===== src/rtl/bp_be_dcache_wbuf_drain_if.sv =====
// Write-buffer drain bus: wbuf valid/yumi side, data-mem write port, and stall/idle status.
// Handshakes: wbuf entry transfers when wbuf_v_i & wbuf_yumi_o; staged write commits when dmem_v_o & dmem_yumi_i.
interface bp_be_dcache_wbuf_drain_if
  #(parameter int data_width_p  = 64
   ,parameter int paddr_width_p = 56
   ,parameter int ways_p        = 8
   ,parameter int sets_p        = 64
   );

   localparam int way_id_width_lp = $clog2(ways_p);
   localparam int mask_width_lp   = data_width_p / 8;
   localparam int entry_width_lp  = paddr_width_p + way_id_width_lp + data_width_p + mask_width_lp;
   localparam int addr_width_lp   = $clog2(sets_p) + $clog2(ways_p);

   // Entry layout, MSB first: {paddr, way_id, data, mask}
   logic                      wbuf_v_i;
   logic [entry_width_lp-1:0] wbuf_entry_i;
   logic                      wbuf_yumi_o;

   logic                      dmem_v_o;
   logic [ways_p-1:0]         dmem_bank_en_o;
   logic [addr_width_lp-1:0]  dmem_addr_o;
   logic [data_width_p-1:0]   dmem_data_o;
   logic [mask_width_lp-1:0]  dmem_mask_o;
   logic                      dmem_yumi_i;

   logic                      drain_req_i;
   logic                      stall_req_o;
   logic                      idle_o;
   logic                      dbg_state_o;

   modport slave
     (input  wbuf_v_i, wbuf_entry_i, dmem_yumi_i, drain_req_i
     ,output wbuf_yumi_o, dmem_v_o, dmem_bank_en_o, dmem_addr_o, dmem_data_o, dmem_mask_o
     ,output stall_req_o, idle_o, dbg_state_o
     );

   modport master
     (output wbuf_v_i, wbuf_entry_i, dmem_yumi_i, drain_req_i
     ,input  wbuf_yumi_o, dmem_v_o, dmem_bank_en_o, dmem_addr_o, dmem_data_o, dmem_mask_o
     ,input  stall_req_o, idle_o, dbg_state_o
     );

endinterface


===== src/rtl/bp_be_dcache_wbuf_drain.sv =====
// Drain end of the dcache write buffer: stages one entry and commits it to the
// rotated, word-interleaved data SRAM banks, escalating to a stall when starved.
module bp_be_dcache_wbuf_drain
  #(parameter int data_width_p   = 64
   ,parameter int paddr_width_p  = 56
   ,parameter int ways_p         = 8
   ,parameter int sets_p         = 64
   ,parameter int starve_limit_p = 4
   )
  (input logic clk_i
  ,input logic reset_n_i
  ,bp_be_dcache_wbuf_drain_if.slave wbuf_if
  );

   localparam int mask_width_lp    = data_width_p / 8;
   localparam int byte_offset_lp   = $clog2(mask_width_lp);
   localparam int word_offset_w_lp = $clog2(ways_p);
   localparam int block_offset_lp  = byte_offset_lp + word_offset_w_lp;
   localparam int index_w_lp       = $clog2(sets_p);
   localparam int addr_w_lp        = index_w_lp + word_offset_w_lp;
   localparam int entry_w_lp       = paddr_width_p + word_offset_w_lp + data_width_p + mask_width_lp;
   localparam int cnt_w_lp         = $clog2(starve_limit_p + 1);
   localparam logic [cnt_w_lp-1:0] starve_limit_lp = cnt_w_lp'(starve_limit_p);

   typedef enum logic {ST_EMPTY, ST_PENDING} state_e;

   state_e                      state_q, state_d;
   logic [cnt_w_lp-1:0]         cnt_q, cnt_d;
   logic [word_offset_w_lp-1:0] bank_q, bank_d;
   logic [addr_w_lp-1:0]        addr_q, addr_d;
   logic [data_width_p-1:0]     data_q, data_d;
   logic [mask_width_lp-1:0]    mask_q, mask_d;

   logic [entry_w_lp-1:0]       entry;
   logic [paddr_width_p-1:0]    in_paddr;
   logic [word_offset_w_lp-1:0] in_way;
   logic [data_width_p-1:0]     in_data;
   logic [mask_width_lp-1:0]    in_mask;
   logic [index_w_lp-1:0]       in_index;
   logic [word_offset_w_lp-1:0] in_word_off;
   logic [word_offset_w_lp-1:0] in_bank;
   logic                        capture;
   logic                        pending;
   logic                        unused_paddr_bits;

   assign entry       = wbuf_if.wbuf_entry_i;
   assign in_mask     = entry[mask_width_lp-1:0];
   assign in_data     = entry[mask_width_lp+data_width_p-1:mask_width_lp];
   assign in_way      = entry[mask_width_lp+data_width_p+word_offset_w_lp-1:mask_width_lp+data_width_p];
   assign in_paddr    = entry[entry_w_lp-1:entry_w_lp-paddr_width_p];
   assign in_index    = in_paddr[block_offset_lp+index_w_lp-1:block_offset_lp];
   assign in_word_off = in_paddr[block_offset_lp-1:byte_offset_lp];
   // Rotation add wraps on its own because ways_p is a power of two
   assign in_bank     = in_way + in_word_off;

   assign unused_paddr_bits = ^{in_paddr[paddr_width_p-1:block_offset_lp+index_w_lp],
                                in_paddr[byte_offset_lp-1:0]};

   always_comb begin
      state_d = state_q;
      cnt_d   = cnt_q;
      capture = 1'b0;
      unique case (state_q)
         ST_EMPTY: begin
            cnt_d = '0;
            if (wbuf_if.wbuf_v_i) begin
               capture = 1'b1;
               state_d = ST_PENDING;
            end
         end
         ST_PENDING: begin
            if (wbuf_if.dmem_yumi_i) begin
               cnt_d = '0;
               if (wbuf_if.wbuf_v_i) begin
                  capture = 1'b1;
               end else begin
                  state_d = ST_EMPTY;
               end
            end else if (cnt_q != starve_limit_lp) begin
               cnt_d = cnt_q + 1'b1;
            end
         end
         default: state_d = ST_EMPTY;
      endcase
   end

   always_comb begin
      bank_d = bank_q;
      addr_d = addr_q;
      data_d = data_q;
      mask_d = mask_q;
      if (capture) begin
         bank_d = in_bank;
         addr_d = {in_index, in_word_off};
         data_d = in_data;
         mask_d = in_mask;
      end
   end

   always_ff @(posedge clk_i or negedge reset_n_i) begin
      if (!reset_n_i) begin
         state_q <= ST_EMPTY;
         cnt_q   <= '0;
         bank_q  <= '0;
         addr_q  <= '0;
         data_q  <= '0;
         mask_q  <= '0;
      end else begin
         state_q <= state_d;
         cnt_q   <= cnt_d;
         bank_q  <= bank_d;
         addr_q  <= addr_d;
         data_q  <= data_d;
         mask_q  <= mask_d;
      end
   end

   assign pending = (state_q == ST_PENDING);

   always_comb begin
      wbuf_if.wbuf_yumi_o = 1'b0;
      if (pending) begin
         wbuf_if.wbuf_yumi_o = wbuf_if.dmem_yumi_i & wbuf_if.wbuf_v_i;
      end else begin
         wbuf_if.wbuf_yumi_o = wbuf_if.wbuf_v_i;
      end
   end

   always_comb begin
      wbuf_if.dmem_bank_en_o = '0;
      if (pending) begin
         wbuf_if.dmem_bank_en_o = ways_p'(1) << bank_q;
      end
   end

   assign wbuf_if.dmem_v_o    = pending;
   assign wbuf_if.dmem_addr_o = addr_q;
   assign wbuf_if.dmem_data_o = data_q;
   assign wbuf_if.dmem_mask_o = mask_q;
   assign wbuf_if.dbg_state_o = pending;

   // A fence only escalates when there is actually something left to drain
   assign wbuf_if.stall_req_o = (pending & (cnt_q == starve_limit_lp))
                              | (wbuf_if.drain_req_i & (pending | wbuf_if.wbuf_v_i));
   assign wbuf_if.idle_o      = ~pending & ~wbuf_if.wbuf_v_i;

endmodule


===== src/flat_wrapper.sv =====
// flat-port wrapper written by rule: the top's interface ports become plain ports
module bp_be_dcache_wbuf_drain_flat 
#(parameter int data_width_p   = 64
   ,parameter int paddr_width_p  = 56
   ,parameter int ways_p         = 8
   ,parameter int sets_p         = 64
   ,parameter int starve_limit_p = 4
   )
  (clk_i, reset_n_i, wbuf_if_wbuf_v_i, wbuf_if_wbuf_entry_i, wbuf_if_dmem_yumi_i, wbuf_if_drain_req_i, wbuf_if_wbuf_yumi_o, wbuf_if_dmem_v_o, wbuf_if_dmem_bank_en_o, wbuf_if_dmem_addr_o, wbuf_if_dmem_data_o, wbuf_if_dmem_mask_o, wbuf_if_stall_req_o, wbuf_if_idle_o, wbuf_if_dbg_state_o);
  bp_be_dcache_wbuf_drain_if #(.data_width_p(data_width_p), .paddr_width_p(paddr_width_p), .ways_p(ways_p), .sets_p(sets_p)) wbuf_if_i ();
  input logic clk_i;
  input logic reset_n_i;
  input wire logic [$bits(wbuf_if_i.wbuf_v_i)-1:0] wbuf_if_wbuf_v_i;
  input wire logic [$bits(wbuf_if_i.wbuf_entry_i)-1:0] wbuf_if_wbuf_entry_i;
  input wire logic [$bits(wbuf_if_i.dmem_yumi_i)-1:0] wbuf_if_dmem_yumi_i;
  input wire logic [$bits(wbuf_if_i.drain_req_i)-1:0] wbuf_if_drain_req_i;
  output wire logic [$bits(wbuf_if_i.wbuf_yumi_o)-1:0] wbuf_if_wbuf_yumi_o;
  output wire logic [$bits(wbuf_if_i.dmem_v_o)-1:0] wbuf_if_dmem_v_o;
  output wire logic [$bits(wbuf_if_i.dmem_bank_en_o)-1:0] wbuf_if_dmem_bank_en_o;
  output wire logic [$bits(wbuf_if_i.dmem_addr_o)-1:0] wbuf_if_dmem_addr_o;
  output wire logic [$bits(wbuf_if_i.dmem_data_o)-1:0] wbuf_if_dmem_data_o;
  output wire logic [$bits(wbuf_if_i.dmem_mask_o)-1:0] wbuf_if_dmem_mask_o;
  output wire logic [$bits(wbuf_if_i.stall_req_o)-1:0] wbuf_if_stall_req_o;
  output wire logic [$bits(wbuf_if_i.idle_o)-1:0] wbuf_if_idle_o;
  output wire logic [$bits(wbuf_if_i.dbg_state_o)-1:0] wbuf_if_dbg_state_o;
  assign wbuf_if_i.wbuf_v_i = wbuf_if_wbuf_v_i;
  assign wbuf_if_i.wbuf_entry_i = wbuf_if_wbuf_entry_i;
  assign wbuf_if_i.dmem_yumi_i = wbuf_if_dmem_yumi_i;
  assign wbuf_if_i.drain_req_i = wbuf_if_drain_req_i;
  assign wbuf_if_wbuf_yumi_o = wbuf_if_i.wbuf_yumi_o;
  assign wbuf_if_dmem_v_o = wbuf_if_i.dmem_v_o;
  assign wbuf_if_dmem_bank_en_o = wbuf_if_i.dmem_bank_en_o;
  assign wbuf_if_dmem_addr_o = wbuf_if_i.dmem_addr_o;
  assign wbuf_if_dmem_data_o = wbuf_if_i.dmem_data_o;
  assign wbuf_if_dmem_mask_o = wbuf_if_i.dmem_mask_o;
  assign wbuf_if_stall_req_o = wbuf_if_i.stall_req_o;
  assign wbuf_if_idle_o = wbuf_if_i.idle_o;
  assign wbuf_if_dbg_state_o = wbuf_if_i.dbg_state_o;
  bp_be_dcache_wbuf_drain #(.data_width_p(data_width_p), .paddr_width_p(paddr_width_p), .ways_p(ways_p), .sets_p(sets_p), .starve_limit_p(starve_limit_p)) u_core (.clk_i(clk_i), .reset_n_i(reset_n_i), .wbuf_if(wbuf_if_i));
endmodule

===== config.mk =====
export PLATFORM = sky130hd
export DESIGN_NAME = bp_be_dcache_wbuf_drain_flat
export DESIGN_NICKNAME = d
export VERILOG_FILES = /design/src/rtl/bp_be_dcache_wbuf_drain_if.sv /design/src/rtl/bp_be_dcache_wbuf_drain.sv /design/src/flat_wrapper.sv
export SDC_FILE = /design/constraint.sdc
export NUM_CORES = 1
export LEC_CHECK = 0
export ABC_AREA = 1
export BUFFER_PORTS_ARGS = -buffer_cell sky130_fd_sc_hd__buf_2
export CAP_MARGIN = 20
export CELL_PAD_IN_SITES_DETAIL_PLACEMENT = 0
export CELL_PAD_IN_SITES_GLOBAL_PLACEMENT = 2
export CORE_MARGIN = 4
export CORE_UTILIZATION = 24
export CTS_BUF_LIST = sky130_fd_sc_hd__clkbuf_8
export DETAILED_ROUTE_END_ITERATION = 16
export PLACE_DENSITY = 0.85
export SLEW_MARGIN = 20
export SYNTH_ARGS = -nofsm -noshare
export SYNTH_HDL_FRONTEND = slang
export SYNTH_SLANG_ARGS = --single-unit
export TNS_END_PERCENT = 10

===== constraint.sdc =====
create_clock -name clk_i -period 2.4 [get_ports clk_i]
set_input_delay 0.24 -clock clk_i [delete_from_list [all_inputs] [get_ports clk_i]]
set_output_delay 0.24 -clock clk_i [all_outputs]
set_load 0.005 [all_outputs]

==> metrics.md, run 1 <==
| Metric | Value |
|---|---|
| Yosys warns | 0 |
| Area delta synth->final | 35.2% |
| Die Y | 129 um |
| Type of origin of the critical path | flip-flop |
| Worst flop-to-flop path startpoint | u_core.wbuf_if.dbg_state_o |
| Min Clock Period, post-route | 2.13 ns |
| Router iterations before antenna repair | 4 |
| FF+latch count, synth | 88 |
| Status | finished clean |
| Routed wire length per instance | 12.6 um |
| Clk slew on worst S/H paths | 0.09 ns |
| LEAKAGE | 2.85 nW |
| Peak VDD IR | 0.291 mV |
| Placed cell areas | 4610 um^2 |
| Achievable frequency | 0.470 GHz |
| PD cells | 698 nW/um^2 |
| R2R cell count | 6 |
| RePlAce Congestion | 0.726 |
| Post-synthesis sequential area ratio | 62.2% |
| Slew Limit Fails | 0 |
| Crit Path Max Fanout | 27 |
| HP Start | wbuf_if_wbuf_entry_i[64] |
| Post-DRT Antenna Nets | 0 |
| Cell Rows | 44 |
| First-pass GRT wire length | 15.6 mm |
| Initial DRC Count | 110 |
| Mean Syn Cell Area | 8.70 um^2 |
| N_diodes | 0 |
| Syn nets | 547 |
| DR DRC count | 0 |
| Initial Util | 24.5% |
| Initial antenna violation count | 0 |
| CTS tree | yes |
| Via-to-Cell Ratio | 4.01 |
| CTS H-Tree Depth | 3 |
| HPWL after DPL | 7.13 mm |
| Critical R2R Capture | u_core.wbuf_if.dmem_mask_o[4] |
| Worst-margin pin slew | 0.521 ns |
| Fin util | 33.1% |
| Rel. slew slack | 65.3% |
| Cts bufs inserted | 9 |
| Worst Path Arrival | 1.89 ns |
| Largest net degree at the start of global routing | 51 |
| Worst path depth | 4 |
| Fin area | 4790 um^2 |
| Slowest Stage Delay on Critical Path | 0.48 ns |
| Die Wd | 129 um |
| Via count | 3,108 |
| Fin nets | 727 |
| Core area | 14,500 um^2 |
| Mapped Area | 3540 um^2 |
| Crit path launch | u_core.wbuf_if.dbg_state_o |
| Gr ovfl total | 0 |
| Worst EP required | 2.16 ns |
| Layout fillers | 1,538 |
| WP buf/inv | 2 |
| Crit path cell chain | nand2_1 -> nand2_4 -> inv_2 -> buf_2 |
| Setup Skew | 0.0101 ns |
| Vias in the first global route | 3,168 |
| CP Capture Type | output port |
| Setup bufs post-CTS | 0 |
| Top Family by Delay on Critical Path | buffers and inverters |
| Gate Count Post-Synth | 407 |
| RSZ-0062 raised after global routing | no |
| Hold WC Path Type | in -> reg |
| Final worst slack | 0.273 ns |
| Root Buffer | clkbuf_8 |
| Final setup vio count | 0 |
| Die ar. | 16,800 um^2 |
| Post-Place Worst Slack | 0.484 ns |
| Period Utilization, post-route | 88.6% |
| IO Pins | 230 |
| Worst R2R Setup Slack | 0.53 ns |
| Maximum root-to-sink buffer count | 2 |
| All-Layer GR Usage | 11.7% |
| Distinct cells, synth | 16 |
| Aggregate routed wire length | 9.74 mm |
| Clk sinks | 88 |
| Slowest stage cell, crit path | dfrtp_1 |
| Max_cap viols | 0 |
| Worst Setup EP | wbuf_if_wbuf_yumi_o |
| Worst-skew pair later-pin latency | 0.36 ns |
| Tot Pwr | 0.00334 W |
| Crit Path Class | reg -> out |
| Fraction of layout cells with a size suffix above 1 | 34.5% |
| Post-Route Setup TNS | 0 ns |
| Final Hold Vio Count | 0 |
| Port Buffer Count | 182 |
-- report_power, final --
part	switching, W	internal (W)
Clock	0.000507	0.000420
Combinational	0.000347	0.000292
Sequential	0.000102	0.00167
Total	0.000957	0.00238
-- cells in the mapped netlist (all sizes together) --
| cell type | instances | area share (%) |
|---|---|---|
| nand2 | 261 | 28 |
| dfrtp | 88 | 62 |
| buf | 17 | 3.9 |
| inv | 12 | 1.3 |
| nor2 | 10 | 1.1 |
| o21ai | 7 | 0.99 |
| nand3 | 4 | 0.57 |
| ha | 3 | 1.1 |
| clkbuf | 2 | 0.21 |
| fa | 1 | 0.57 |
| or2 | 1 | 0.18 |
| xor2 | 1 | 0.25 |
-- per-layer routing --
metal / routed length [um] / track usage [%] / share of wire, %
met1: 4210 / 14.5 / 43
met5: 0 / 0 / 0
met4: 133 / 3.85 / 1.4
met2: 4500 / 18.8 / 46
met3: 890 / 4.70 / 9.1
-- layout make-up --
class / count / area [um^2] / area share, %
clock buffers: 11 / 151 / 3.16
clock inverters: 4 / 21.3 / 0.444
inverters: 12 / 45.0 / 0.941
multi-input cells: 288 / 1150 / 24.1
flip-flops and latches: 88 / 2200 / 46.0
well taps: 184 / 230 / 4.81
repair buffers: 188 / 986 / 20.6
-- registers in the layout, indices dropped and copies added (netlist names) --
| register | flops |
|---|---|
| u_core.wbuf_if.dbg_state_o | 1 |
| u_core.wbuf_if.dmem_data_o | 64 |
| u_core.bank_q | 3 |
| u_core.cnt_q | 3 |
| u_core.wbuf_if.dmem_addr_o | 9 |
| u_core.wbuf_if.dmem_mask_o | 8 |
-- tightest hold or removal path, stage by stage --
cell and delay (ns):
buf_2 0.07, nand2_1 0.04, nand2_1 0.04
-- kinds of logic after synthesis --
kind of cell / after synthesis / synth area share, %
simple gates: 276 / 29.5
flops: 88 / 62.2
buf+inv: 31 / 5.41
compound gates: 7 / 0.989
fa+ha+maj: 4 / 1.63
xor+xnor: 1 / 0.247
-- per-stage QoR --
stage / std cells / hold slack, ns
finish: 775 / 0.0646
floorplan: 407 / -0.0556
global placement: 759 / 0.255
CTS: 775 / 0.0314
detailed placement: 759 / 0.257
global route: 775 / 0.0365
-- repair_timing --
item,CTS,global route
hold buffers,1,0
setup endpoints to repair,0,0
gates resized for setup,0,0
hold endpoints to repair,38,0
-- cell usage in the layout (no fill, tap or decap) --
master / instances
clkinv_2: 2
nand2_4: 1
inv_1: 12
nand2_1: 260
clkinvlp_4: 1
nor2_1: 10
xor2_1: 1
buf_2: 181
o21ai_0: 7
clkbuf_8: 11
buf_12: 2
dlygate4sd3_1: 1
fa_1: 1
dfrtp_1: 88
nand3_1: 4
buf_4: 4
ha_1: 3
or2_2: 1
inv_2: 1
-- how the worst min path moves through the flow --
stage / end / slack (ns) / cells after the start
after global placement: u_core.wbuf_if.dmem_data_o[3] / 0.25 / 1
after floorplan: u_core.bank_q[0] / -0.06 / 0
after detailed placement: u_core.wbuf_if.dmem_data_o[3] / 0.26 / 1
after global routing: u_core.wbuf_if.dmem_data_o[2] / 0.04 / 3
after CTS: u_core.wbuf_if.dmem_data_o[56] / 0.03 / 3
final: u_core.wbuf_if.dmem_data_o[56] / 0.06 / 3
No activity file was read; power rests on OpenSTA's default activity.
==> run 2, diff against run 1 <==
==> constraint.sdc (replaced) <==
create_clock -name clk_i -period 2.4 [get_ports clk_i]
set_input_delay 0.36 -clock clk_i [delete_from_list [all_inputs] [get_ports clk_i]]
set_output_delay 0.36 -clock clk_i [all_outputs]
set_load 0.005 [all_outputs]
==> metrics.md, run 2 (synthesis results as in run 1) <==
| Metric | Value |
|---|---|
| First-pass GRT wire length | 15.6 mm (+0.31%) |
| Rel. slew slack | 65.1% (-0.22 points) |
| DR DRC count | 0 (unchanged) |
| Final setup vio count | 0 (unchanged) |
| Achievable frequency | 0.498 GHz (+5.9%) |
| Clock share of power | 34.4% (+6.7 points) |
| Largest net degree at the start of global routing | 84 (+65%) |
| CP Capture Type | output port |
| RSZ-0062 raised after global routing | no |
| Fin util | 33.7% (+0.60 points) |
| Port Buffer Count | 182 (unchanged) |
| Hold path depth | 3 (unchanged) |
| P_int | 0.00271 W (+14%) |
| CTS H-Tree Depth | 3 (unchanged) |
| Fin area | 4870 um^2 (+1.8%) |
| Die ar. | 16,800 um^2 (unchanged) |
| Initial Util | 24.5% (unchanged) |
| Worst-margin pin slew | 0.524 ns (+0.00331 ns) |
| Vias in the first global route | 3,163 (-0.16%) |
| Root Buffer | clkbuf_8 |
| PD cells | 755 nW/um^2 (+8.3%) |
| Most frequent cells in the layout | 260 x nand2_1, 181 x buf_2, 88 x dfrtp_1 |
| Commonest non-fill, non-tap cell in the layout | nand2_1 |
| All-Layer GR Usage | 11.8% (+0.062 points) |
| Clk slew on worst S/H paths | 0.09 ns (about the same) |
| Switch share | 26.3% (-2.3 points) |
| Die Y | 129 um (unchanged) |
| Setup bufs post-CTS | 0 (unchanged) |
| Worst R2R Setup Slack | 0.74 ns (+0.21 ns) |
| Initial antenna violation count | 0 (unchanged) |
| Seq pwr share | 48.2% (-4.9 points) |
| Cts bufs inserted | 9 (unchanged) |
| Maximum root-to-sink buffer count | 2 (unchanged) |
| Worst-skew pair later-pin latency | 0.36 ns (about the same) |
| Initial DRC Count | 67 (-39%) |
| Combinational Power Share | 17.5% (-1.6 points) |
| Crit Path Class | reg -> out |
| Max_cap viols | 0 (unchanged) |
| Clk sinks | 88 (unchanged) |
| Peak VDD IR | 0.258 mV (-11%) |
| Worst EP required | 2.04 ns (-0.12 ns) |
| Max reg flops | 64 (unchanged) |
| Hold WC Path Type | in -> reg |
| Die Wd | 129 um (unchanged) |
| RePlAce Congestion | 0.738 (+1.7%) |
| Router iterations before antenna repair | 4 (unchanged) |
| Area delta synth->final | 37.7% |
| Crit path launch | u_core.wbuf_if.dbg_state_o |
| Met1 GRT Util | 15.4% (+0.89 points) |
| CTS tree | yes |
| Worst flop-to-flop path startpoint | u_core.wbuf_if.dbg_state_o |
| Critical R2R Capture | u_core.wbuf_if.dmem_data_o[49] |
| LEAKAGE | 2.89 nW (+1.2%) |
| Aggregate routed wire length | 9.74 mm (about the same) |
| Post-DRT Antenna Nets | 0 (unchanged) |
| Setup Skew | 0.00647 ns (-0.00362 ns) |
| Core area | 14,500 um^2 (unchanged) |
| Via count | 3,113 (+0.16%) |
| HPWL after DPL | 7.12 mm (-0.23%) |
| Min Clock Period, post-route | 2.01 ns (-0.118 ns) |
| Global route hottest layer | met2 |
| R2R cell count | 6 (unchanged) |
| N_diodes | 0 (unchanged) |
| Worst Setup EP | wbuf_if_wbuf_yumi_o |
| Routed wire length per instance | 12.6 um (about the same) |
| Cell Rows | 44 (unchanged) |
| Final Hold Vio Count | 0 (unchanged) |
| Fin nets | 726 (-0.14%) |
| Via-to-Cell Ratio | 4.02 (+0.16%) |
| NetSw | 0.000970 W (+1.4%) |
| Crit Path Max Fanout | 22 (-19%) |
| Post-Route Setup TNS | 0 ns (unchanged) |
| Slew Limit Fails | 0 (unchanged) |
| HP Start | wbuf_if_wbuf_entry_i[71] |
| Met3 Use GR | 3.63% (-1.1 points) |
| Gr ovfl total | 0 (unchanged) |
| Status | finished clean |
| Type of origin of the critical path | flip-flop |
| GR Util met2 | 18.0% (-0.79 points) |
| Period Utilization, post-route | 83.7% (-4.9 points) |
| Worst Path Arrival | 1.65 ns (-0.24 ns) |
| Placed cell areas | 4610 um^2 (+0.11%) |
| Layout fillers | 1,523 (-0.98%) |
| Fraction of layout cells with a size suffix above 1 | 34.7% (+0.17 points) |
| IO Pins | 230 (unchanged) |
[run 2: changes by cell type in the layout (fill, tap and decap cells not counted)]
cell       previous run  this run
buf_4                 4         2
inv_1                12        11
bufinv_16             0         3
clkinv_2              2         1
buf_12                2         3
[run 2: worst min path at each step]
stage,slack (ns),end
3_3_place_gp,0.37,u_core.wbuf_if.dmem_data_o[3]
2_1_floorplan,0.06,u_core.bank_q[0]
4_1_cts,0.15,u_core.wbuf_if.dmem_data_o[39]
5_1_grt,0.16,u_core.wbuf_if.dmem_data_o[56]
3_5_place_dp,0.38,u_core.wbuf_if.dmem_data_o[3]
6_report,0.18,u_core.wbuf_if.dmem_data_o[63]
[run 2: through the flow]
step	total power [W]	hold WS, ns	setup slack [ns]	instances
2_1_floorplan	0.00209	0.0644	1.12	407
3_3_place_gp	0.00245	0.373	0.788	758
3_5_place_dp	0.00246	0.378	0.743	758
4_1_cts	0.00377	0.147	0.326	775
5_1_grt	0.00392	0.163	0.276	775
6_report	0.00368	0.183	0.392	775
[run 2: power groups by stage]
stage	registers [W]	clock network, W	logic, W
3_5_place_dp	0.00180	0	0.000663
3_3_place_gp	0.00179	0	0.000653
4_1_cts	0.00178	0.00133	0.000665
2_1_floorplan	0.00182	0	0.000270
5_1_grt	0.00180	0.00138	0.000744
6_report	0.00177	0.00127	0.000643
[run 2: area by class of cell]
| cell class | instances | area, um^2 | area share [%] |
|---|---|---|---|
| clock buffers | 11 | 151 | 3.11 |
| flip-flops and latches | 88 | 2200 | 45.2 |
| multi-input cells | 288 | 1150 | 23.6 |
| inverters | 12 | 45.0 | 0.924 |
| clock inverters | 5 | 103 | 2.10 |
| well taps | 184 | 230 | 4.72 |
| repair buffers | 187 | 991 | 20.3 |
[run 2: per-layer routing]
layer,up-vias,wire length [um],share of wire [%]
met5,-,0,0
met4,0,207,2.1
met3,15,887,9.1
met2,117,4410,45
met1,1409,4240,44
li1,1572,-,-
[run 2: critical path, cell delays in order, from the launching register on]
cell     delay, ns
dfrtp_1       0.49
nand2_1       0.20
nand2_4       0.08
inv_2         0.31
buf_2         0.20
[run 2: what timing repair did]
item                                   CTS  global route
hold buffers                             1             0
resized for setup                        0             0
setup endpoints to repair                0             0
endpoints found under the hold margin   38             0
==> run 3, diff against run 2 <==
Settings changed: CORE_UTILIZATION 24 to 20, PLACE_DENSITY 0.85 to 0.75.
Clock period 2.4 ns to 1.8 ns, I/O delays scaled along.
==> metrics.md, run 3 (synthesis results as in run 1) <==
| Metric | Value |
|---|---|
| Status | finished clean |
| Port Buffer Count | 182 (unchanged) |
| Worst Path Arrival | 1.40 ns (-0.25 ns) |
| CTS tree | yes |
| Period Utilization, post-route | 92.8% |
| RePlAce Congestion | 0.774 (+4.9%) |
| LEAKAGE | 2.89 nW (+0.18%) |
| Post-Route Setup TNS | 0 ns (unchanged) |
| Aggregate routed wire length | 10.6 mm (+8.5%) |
| CTS H-Tree Depth | 3 (unchanged) |
| Crit Path Max Fanout | 4 (-82%) |
| Core area | 17,300 um^2 (+19%) |
| Layout fillers | 1,861 (+22%) |
| Slowest stage cell, crit path | dfrtp_1 |
| Maximum root-to-sink buffer count | 2 (unchanged) |
| Fin nets | 734 (+1.1%) |
| Die Wd | 141 um (+9.0%) |
| All-Layer GR Usage | 10.7% (-1.1 points) |
| Worst EP required | 1.53 ns (-0.51 ns) |
| Crit path launch | u_core.wbuf_if.dbg_state_o |
| Worst R2R Setup Slack | 0.45 ns (-0.29 ns) |
| Clk sinks | 88 (unchanged) |
| Die Y | 141 um (+9.0%) |
| Die ar. | 19,900 um^2 (+19%) |
| Crit path cell chain | buf_6 -> buf_4 -> o21ai_0 -> o21ai_0 -> buf_2 |
| Setup Skew | 0.00787 ns (+0.00140 ns) |
| PD cells | 913 nW/um^2 (+21%) |
| Worst flop-to-flop path startpoint | u_core.wbuf_if.dbg_state_o |
| Vias in the first global route | 3,360 (+6.2%) |
| Worst hold margin | 0.0963 ns (-0.0862 ns) |
| Placed cell areas | 4690 um^2 (+1.8%) |
| Worst-skew pair later-pin latency | 0.36 ns (about the same) |
| Largest net degree at the start of global routing | 84 (unchanged) |
| Commonest non-fill, non-tap cell in the layout | nand2_1 |
| DR DRC count | 0 (unchanged) |
| Slowest Stage Delay on Critical Path | 0.41 ns (-0.08 ns) |
| Min Clock Period, post-route | 1.67 ns |
| N_diodes | 0 (unchanged) |
| Router iterations before antenna repair | 7 (+3) |
| Crit Path Class | reg -> out |
| Initial Util | 20.5% (-4.0 points) |
| Tot Pwr | 0.00448 W (+22%) |
| First-pass GRT wire length | 16.9 mm (+8.4%) |
| IO Pins | 230 (unchanged) |
| Peak VDD IR | 0.319 mV (+24%) |
| CP Capture Type | output port |
| Cell Rows | 48 (+9.1%) |
| Slew Limit Fails | 0 (unchanged) |
| Via-to-Cell Ratio | 3.88 (-3.4%) |
| Area delta synth->final | 38.4% |
| Fraction of layout cells with a size suffix above 1 | 35.3% (+0.60 points) |
| Multi-input gate area | 1150 um^2 (unchanged) |
| Hold WC Path Type | in -> reg |
| Routed wire length per instance | 12.8 um (+2.1%) |
| Final setup vio count | 0 (unchanged) |
| Worst-margin pin slew | 0.460 ns (-0.0641 ns) |
| Most frequent cells in the layout | 260 x nand2_1, 181 x buf_2, 88 x dfrtp_1 |
| Fin util | 28.3% (-5.3 points) |
| Root Buffer | clkbuf_8 |
| Max reg flops | 64 (unchanged) |
| Final Hold Vio Count | 0 (unchanged) |
| Initial antenna violation count | 0 (unchanged) |
| Clk slew on worst S/H paths | 0.09 ns (about the same) |
| Achievable frequency | 0.599 GHz |
| Max_cap viols | 0 (unchanged) |
| Cts bufs inserted | 9 (unchanged) |
| HPWL after DPL | 7.54 mm (+5.9%) |
| Gr ovfl total | 0 (unchanged) |
| Rel. slew slack | 69.3% (+4.3 points) |
| RSZ-0062 raised after global routing | no |
| HP Start | wbuf_if_wbuf_entry_i[30] |
| Fin area | 4900 um^2 (+0.56%) |
| Post-DRT Antenna Nets | 0 (unchanged) |
| Initial DRC Count | 127 (+90%) |
| FF/Latch Area | 2200 um^2 (unchanged) |
| Via count | 3,194 (+2.6%) |
| Type of origin of the critical path | flip-flop |
| Most common cell on crit path | o21ai_0 |
-- run 3: path summary, 6_finish.rpt --
check                                            endpoint  cells after the start
hold / removal             u_core.wbuf_if.dmem_data_o[22]                      3
hold reg to reg            u_core.wbuf_if.dmem_data_o[21]                      2
setup / recovery                      wbuf_if_stall_req_o                      5
min in group asynchronous   u_core.wbuf_if.dmem_addr_o[4]                      2
setup reg to reg                         u_core.bank_q[0]                      5
max in group asynchronous                u_core.bank_q[2]                      3
-- run 3: worst max-delay path, delay by kind of cell (launching register included) --
family,cells,cell delay (ns)
flops,1,0.41
buf+inv,3,0.38
compound gates,2,0.24
-- run 3: stage by stage --
step,std cells,setup slack [ns]
6_report,823,0.130
5_1_grt,823,0.0136
4_1_cts,820,-0.00488
3_5_place_dp,804,0.286
3_3_place_gp,804,0.349
2_1_floorplan,407,0.615
-- run 3: routing by layer --
metal | vias to the layer above | global-route usage [%] | wire length, um
met1 | 1464 | 13.1 | 4560
met4 | 0 | 4.95 | 237
met3 | 15 | 3.43 | 885
met2 | 123 | 17.1 | 4870
li1 | 1592 | - | -
met5 | - | 0 | 0
-- run 3: power by group --
part | leakage, nW | internal, W | switching (W)
Sequential | 1.08 | 0.00223 | 0.000137
Combinational | 1.72 | 0.000409 | 0.000478
Clock | 0.0945 | 0.000521 | 0.000702
Total | 2.89 | 0.00316 | 0.00132
-- run 3: repair_timing --
| item | CTS | global route |
|---|---|---|
| gates resized for setup | 2 | 2 |
| setup endpoints to repair | 4 | 5 |
| pin swaps | 0 | 1 |
| setup buffers | 0 | 3 |
| hold endpoints to repair | 30 | 0 |
| hold buffers | 1 | 0 |
-- run 3: area by class of cell --
| class | instances | share of cell area, % |
|---|---|---|
| well taps | 225 | 5.74 |
| clock inverters | 5 | 0.536 |
| multi-input cells | 288 | 23.5 |
| flip-flops and latches | 88 | 44.9 |
| clock buffers | 10 | 2.81 |
| repair buffers | 195 | 21.5 |
| inverters | 12 | 0.970 |
